File: src/rtl/bcd_down_counter_pkg.sv
// bcd_down_counter_pkg: shared state encodings, BCD constants and digit saturation helper
package bcd_down_counter_pkg;
  typedef enum logic [1:0] {
    ST_IDLE = 2'd0,
    ST_RUN  = 2'd1,
    ST_DONE = 2'd2
  } state_e;
  localparam logic [3:0] BCD_MAX  = 4'd9;
  localparam logic [3:0] BCD_ZERO = 4'd0;
  function automatic logic [3:0] sat_digit(input logic [3:0] d);
    return (d > BCD_MAX) ? BCD_MAX : d;
  endfunction
endpackage

File: src/rtl/bcd_digit_down.sv
// bcd_digit_down: one BCD digit with clear, saturating load and borrow-driven down-step
module bcd_digit_down
  import bcd_down_counter_pkg::*;
(
  input  logic       clk,
  input  logic       i_rst_n,
  input  logic       i_clr,
  input  logic       i_load,
  input  logic [3:0] i_load_val,
  input  logic       i_step,
  output logic [3:0] o_digit,
  output logic       o_is_zero
);
  logic [3:0] digit_q, digit_d;
  // next digit: clear beats load beats step; stepping from 0 wraps to 9
  always_comb begin
    digit_d = i_clr  ? BCD_ZERO :
              i_load ? sat_digit(i_load_val) :
              i_step ? ((digit_q == BCD_ZERO) ? BCD_MAX : digit_q - 4'd1) :
                       digit_q;
  end
  // digit register
  always_ff @(posedge clk or negedge i_rst_n) begin
    if (!i_rst_n) digit_q <= BCD_ZERO;
    else          digit_q <= digit_d;
  end
  assign o_digit   = digit_q;
  assign o_is_zero = (digit_q == BCD_ZERO);
endmodule

File: src/rtl/bcd_down_counter.sv
// bcd_down_counter: multi-digit BCD down-counter with stop/auto-reload terminal handling
module bcd_down_counter
  import bcd_down_counter_pkg::*;
#(
  parameter int DIGITS = 2,
  parameter int W      = 4 * DIGITS
) (
  input  logic         clk,
  input  logic         i_rst_n,
  input  logic         i_sclr,
  input  logic         i_load,
  input  logic [W-1:0] i_load_val,
  input  logic         i_en,
  input  logic         i_reload,
  output logic [W-1:0] o_cnt,
  output logic         o_zero,
  output logic         o_tc,
  output logic         o_done
);
  state_e         state_q, state_d;
  logic [W-1:0]   reload_q, reload_d;
  logic [W-1:0]   sat_val;
  logic           tc_q, tc_d;
  logic [DIGITS-1:0] dig_zero;
  logic [DIGITS:0]   zero_chain;
  logic           run_en, dec, term, dig_load;
  logic [W-1:0]   dig_val;

  assign zero_chain[0] = 1'b1;

  genvar k;
  generate
    for (k = 0; k < DIGITS; k++) begin : g_dig
      assign zero_chain[k+1]  = zero_chain[k] & dig_zero[k];
      assign sat_val[4*k +: 4] = sat_digit(i_load_val[4*k +: 4]);
      bcd_digit_down u_dig (
        .clk        (clk),
        .i_rst_n    (i_rst_n),
        .i_clr      (i_sclr),
        .i_load     (dig_load),
        .i_load_val (dig_val[4*k +: 4]),
        .i_step     (dec & zero_chain[k]),
        .o_digit    (o_cnt[4*k +: 4]),
        .o_is_zero  (dig_zero[k])
      );
    end
  endgenerate

  assign o_zero = zero_chain[DIGITS];
  assign o_done = (state_q == ST_DONE);
  assign o_tc   = tc_q;

  // control decode: an enabled RUN edge either decrements or is the terminal edge
  always_comb begin
    run_en   = (state_q == ST_RUN) && i_en && !i_sclr && !i_load;
    term     = run_en && o_zero;
    dec      = run_en && !o_zero;
    dig_load = i_load || (term && i_reload);
    dig_val  = i_load ? i_load_val : reload_q;
    reload_d = i_sclr ? '0 : i_load ? sat_val : reload_q;
    tc_d     = term;
    state_d  = i_sclr                ? ST_IDLE :
               i_load                ? ST_RUN  :
               (term && !i_reload)   ? ST_DONE :
                                       state_q;
  end

  // FSM state, reload register and terminal-count pulse
  always_ff @(posedge clk or negedge i_rst_n) begin
    if (!i_rst_n) begin
      state_q  <= ST_IDLE;
      reload_q <= '0;
      tc_q     <= 1'b0;
    end else begin
      state_q  <= state_d;
      reload_q <= reload_d;
      tc_q     <= tc_d;
    end
  end
endmodule

File: config.mk
export PLATFORM = sky130hd
export DESIGN_NAME = bcd_down_counter
export DESIGN_NICKNAME = d
export VERILOG_FILES = /design/src/rtl/bcd_down_counter_pkg.sv /design/src/rtl/bcd_digit_down.sv /design/src/rtl/bcd_down_counter.sv
export SDC_FILE = /design/constraint.sdc
export NUM_CORES = 1
export LEC_CHECK = 0
export ABC_AREA = 1
export CAP_MARGIN = 20
export CORE_UTILIZATION = 45
export DETAILED_ROUTE_END_ITERATION = 6
export GPL_TIMING_DRIVEN = 1
export PLACE_DENSITY = 0.74
export RECOVER_POWER = 50
export SLEW_MARGIN = 10
export SYNTH_ARGS = -nofsm -noshare
export SYNTH_HDL_FRONTEND = slang
export SYNTH_SLANG_ARGS = --single-unit
File: constraint.sdc
create_clock -name clk -period 1.4 [get_ports clk]
set_input_delay 0.14 -clock clk [delete_from_list [all_inputs] [get_ports clk]]
set_output_delay 0.14 -clock clk [all_outputs]
set_load 0.01 [all_outputs]
==> summary.md <==
| Metric | Value |
|---|---|
| Area Growth Syn to Fin | `58.3%` |
| CORE AREA | `2520 sq um` |
| Pint | `1.07 mW` |
| WL/cell | `13.5 microns` |
| Crit path buf inv count | `2` |
| Worst Path Arrival | `1790 ps` |
| Nets | `260` |
| Share of cells above drive strength 1 | `32.0%` |
| Gr usage total | `27.8%` |
| Lkg Pwr | `1.00 nW` |
| Hold Slack | `415 ps` |
| Setup ws final | `-140 ps` |
| CP max stage delay | `410 ps` |
| Worst Setup End Kind | `register` |
| Final hold violation count | `0` |
| H-tree levels | `1` |
| Routability Congestion | `0.955` |
| Post-Route WL | `3660 microns` |
| Max VDD drop | `651 uV` |
| Min Tclk post-route | `1540 ps` |
| PwrDens | `858 nW/um^2` |
| Setup-failing EPs final | `9` |
| Routed via count | `1435` |
| DRC violations left | `0` |
| Input/output buffers | `24` |
| CP max stage cell | `dfrtp_1` |
| Detail Route Antenna Nets | `0` |
| Tightest Pin Transition | `1080 ps` |
| Req. time, crit path | `1640 ps` |
| CP delay by family, top | `simple AND/OR/NAND/NOR gates` |
| Diode count | `0` |
| Critical Path Most Common Cell | `nand3_4` |
| CTS tree | `built` |
| Count of unique library cells instantiated by Yosys | `23` |
| CTS clk-pin slew, worst paths | `120 ps` |
| Die Ht | `54.3 microns` |
| Initial Util | `48.8%` |
| Die X | `54.3 microns` |
| Most common cell after layout, fill and taps aside | `nand2_1` |
| Ys Warns | `0` |
| Vias in the first global route | `1355` |
| Switching share of power | `36.0%` |
| Post-route setup TNS | `-815 ps` |
| Total CTS buffers | `3` |
| Clk pwr share | `17.5%` |
| Seq cells post-synth | `19` |
| First-pass iteration count of the detailed router | `4` |
| Slew Viols, Final | `0` |
| Area of the die | `2950 sq um` |
| Startpoint types | `register` |
| Post-synthesis sequential area ratio | `38.7%` |
| Max_slew headroom | `28.2%` |
| Sequential share of power | `37.2%` |
| Peak Freq | `649 MHz` |
| HP Class | `primary input to register` |
| # rows | `18` |
| Layout Utilization | `77.2%` |
| Synthesized area | `1230 sq um` |
| Critical path, cell by cell | `inv_2 -> ha_4 -> nand3_4 -> nor2_4 -> nand3_4 -> buf_6 -> nand3_4 -> nand2_2 -> o21ai_2` |
| Max-cap violations | `0` |
| CTS root buffer | `clkbuf_4` |
| Status | `finished, violations left` |
| First-pass GRT wire length | `5810 microns` |
| Syn_nets | `193` |
| Grt ovf | `0` |
| Failing checks | `setup timing` |
| Skew final | `3.67 ps` |
| Num ports | `25` |
| 1st-iter DRT viols | `37` |
| Vias/cell | `5.30` |
| Largest net degree at the start of global routing | `20` |
| NetSw | `0.602 mW` |
| Final HPWL DP | `2580 microns` |
| RSZ-0062 raised after global routing | `yes` |
| Max Buffers Root-to-Sink | `2` |
| Kind of critical path | `register to register` |
| Max FO, Critical Path | `5` |
| Hold_buf cts | `0` |
| Part of the power in combinational logic | `45.3%` |
| Fill count | `194` |
| Commonest cells after routing, fill and taps aside | `nand2_1 (50), buf_4 (37), dfrtp_1 (19)` |
| Syn_area_per_cell | `7.03 sq um` |
| Clk_lat worst skew | `310 ps` |
| CTS sink cnt | `19` |
| Crit share post-route | `110%` |
| Initial antenna violation count | `0` |
| Cells after Synth | `175` |
[final timing paths]
check                                          startpoint                   endpoint  slack (ps)  depth (start not counted)
min in group asynchronous                         i_rst_n                reload_q[4]         460                          2
worst max register to register  g_dig[0].u_dig.o_digit[0]  g_dig[1].u_dig.o_digit[3]        -140                          9
worst min-delay path                        i_load_val[3]                reload_q[0]         410                          3
worst max-delay path            g_dig[0].u_dig.o_digit[0]  g_dig[1].u_dig.o_digit[3]        -140                          9
worst min register to register                reload_q[5]                reload_q[5]         520                          2
max in group asynchronous                         i_rst_n  g_dig[1].u_dig.o_digit[2]         300                          2
[worst min-delay path, delay by kind of cell]
| family | cells | cell delay, ps |
|---|---|---|
| buf+inv | 1 | 420 |
| compound gates | 2 | 140 |
[power by group through the flow]
| stage | Sequential [mW] | Clock (mW) | Combinational [mW] |
|---|---|---|---|
| final | 0.621 | 0.293 | 0.757 |
| after global routing | 0.625 | 0.321 | 0.832 |
| after CTS | 0.621 | 0.299 | 0.729 |
| after detailed placement | 0.632 | 0 | 0.702 |
| after global placement | 0.629 | 0 | 0.684 |
| after floorplan | 0.657 | 0 | 0.334 |
[flip-flops by register name (all words and copies together), names as in the netlist]
| name | count |
|---|---|
| state_q | 2 |
| reload_q | 8 |
| o_tc | 1 |
| g_dig.u_dig.o_digit | 8 |
[what timing repair did]
| item | 4_1_cts | 5_1_grt |
|---|---|---|
| gates cloned | 1 | 0 |
| pin swaps | 12 | 5 |
| setup buffers | 1 | 0 |
| endpoints found under the setup margin | 20 | 11 |
| resized for setup | 31 | 3 |
[logic make-up (layout without fill, tap and decap cells)]
logic type	after synthesis	after routing	synth area share [%]
compound gates	23	23	10.1
fa+ha+maj	4	4	4.07
xor+xnor	2	2	1.42
simple gates	99	100	36.1
flops	19	19	38.7
buf+inv	28	93	9.66
[layout make-up]
class / count / area, sq um / area share (%)
flip-flops and latches: 19 / 475 / 24.4
multi-input cells: 129 / 777 / 39.9
clock inverters: 1 / 5.00 / 0.257
inverters: 24 / 90.1 / 4.63
well taps: 30 / 37.5 / 1.93
clock buffers: 3 / 22.5 / 1.16
repair buffers: 65 / 539 / 27.7
[cells in the mapped netlist, drive strengths merged]
library cell / n / area share (%)
or2: 3 / 1.5
nand2: 56 / 17
clkinv: 1 / 0.30
nand4: 9 / 4.6
o21bai: 1 / 0.61
o21ai: 18 / 7.6
nor3: 2 / 0.81
inv: 23 / 7.0
ha: 4 / 4.1
a21oi: 2 / 0.81
nand3: 18 / 7.7
o22ai: 2 / 1.0
nor2: 11 / 4.4
dfrtp: 19 / 39
buf: 4 / 2.3
xor2: 2 / 1.4
[metal layers]
metal,global-route usage [%],wire [microns]
met1,31.5,1490
met2,51.2,1910
met3,3.06,153
met4,12.8,104
met5,0,0
[per-stage QoR]
stage	instance area [sq um]	power (mW)	worst slack, ps	std cells
4_1_cts	1940	1.65	-85.2	271
3_5_place_dp	1840	1.33	-250	265
2_1_floorplan	1290	0.991	-86.1	175
6_report	1950	1.67	-140	271
3_3_place_gp	1840	1.31	-222	265
5_1_grt	1950	1.78	-231	271
(Power assumes the default switching activity.)
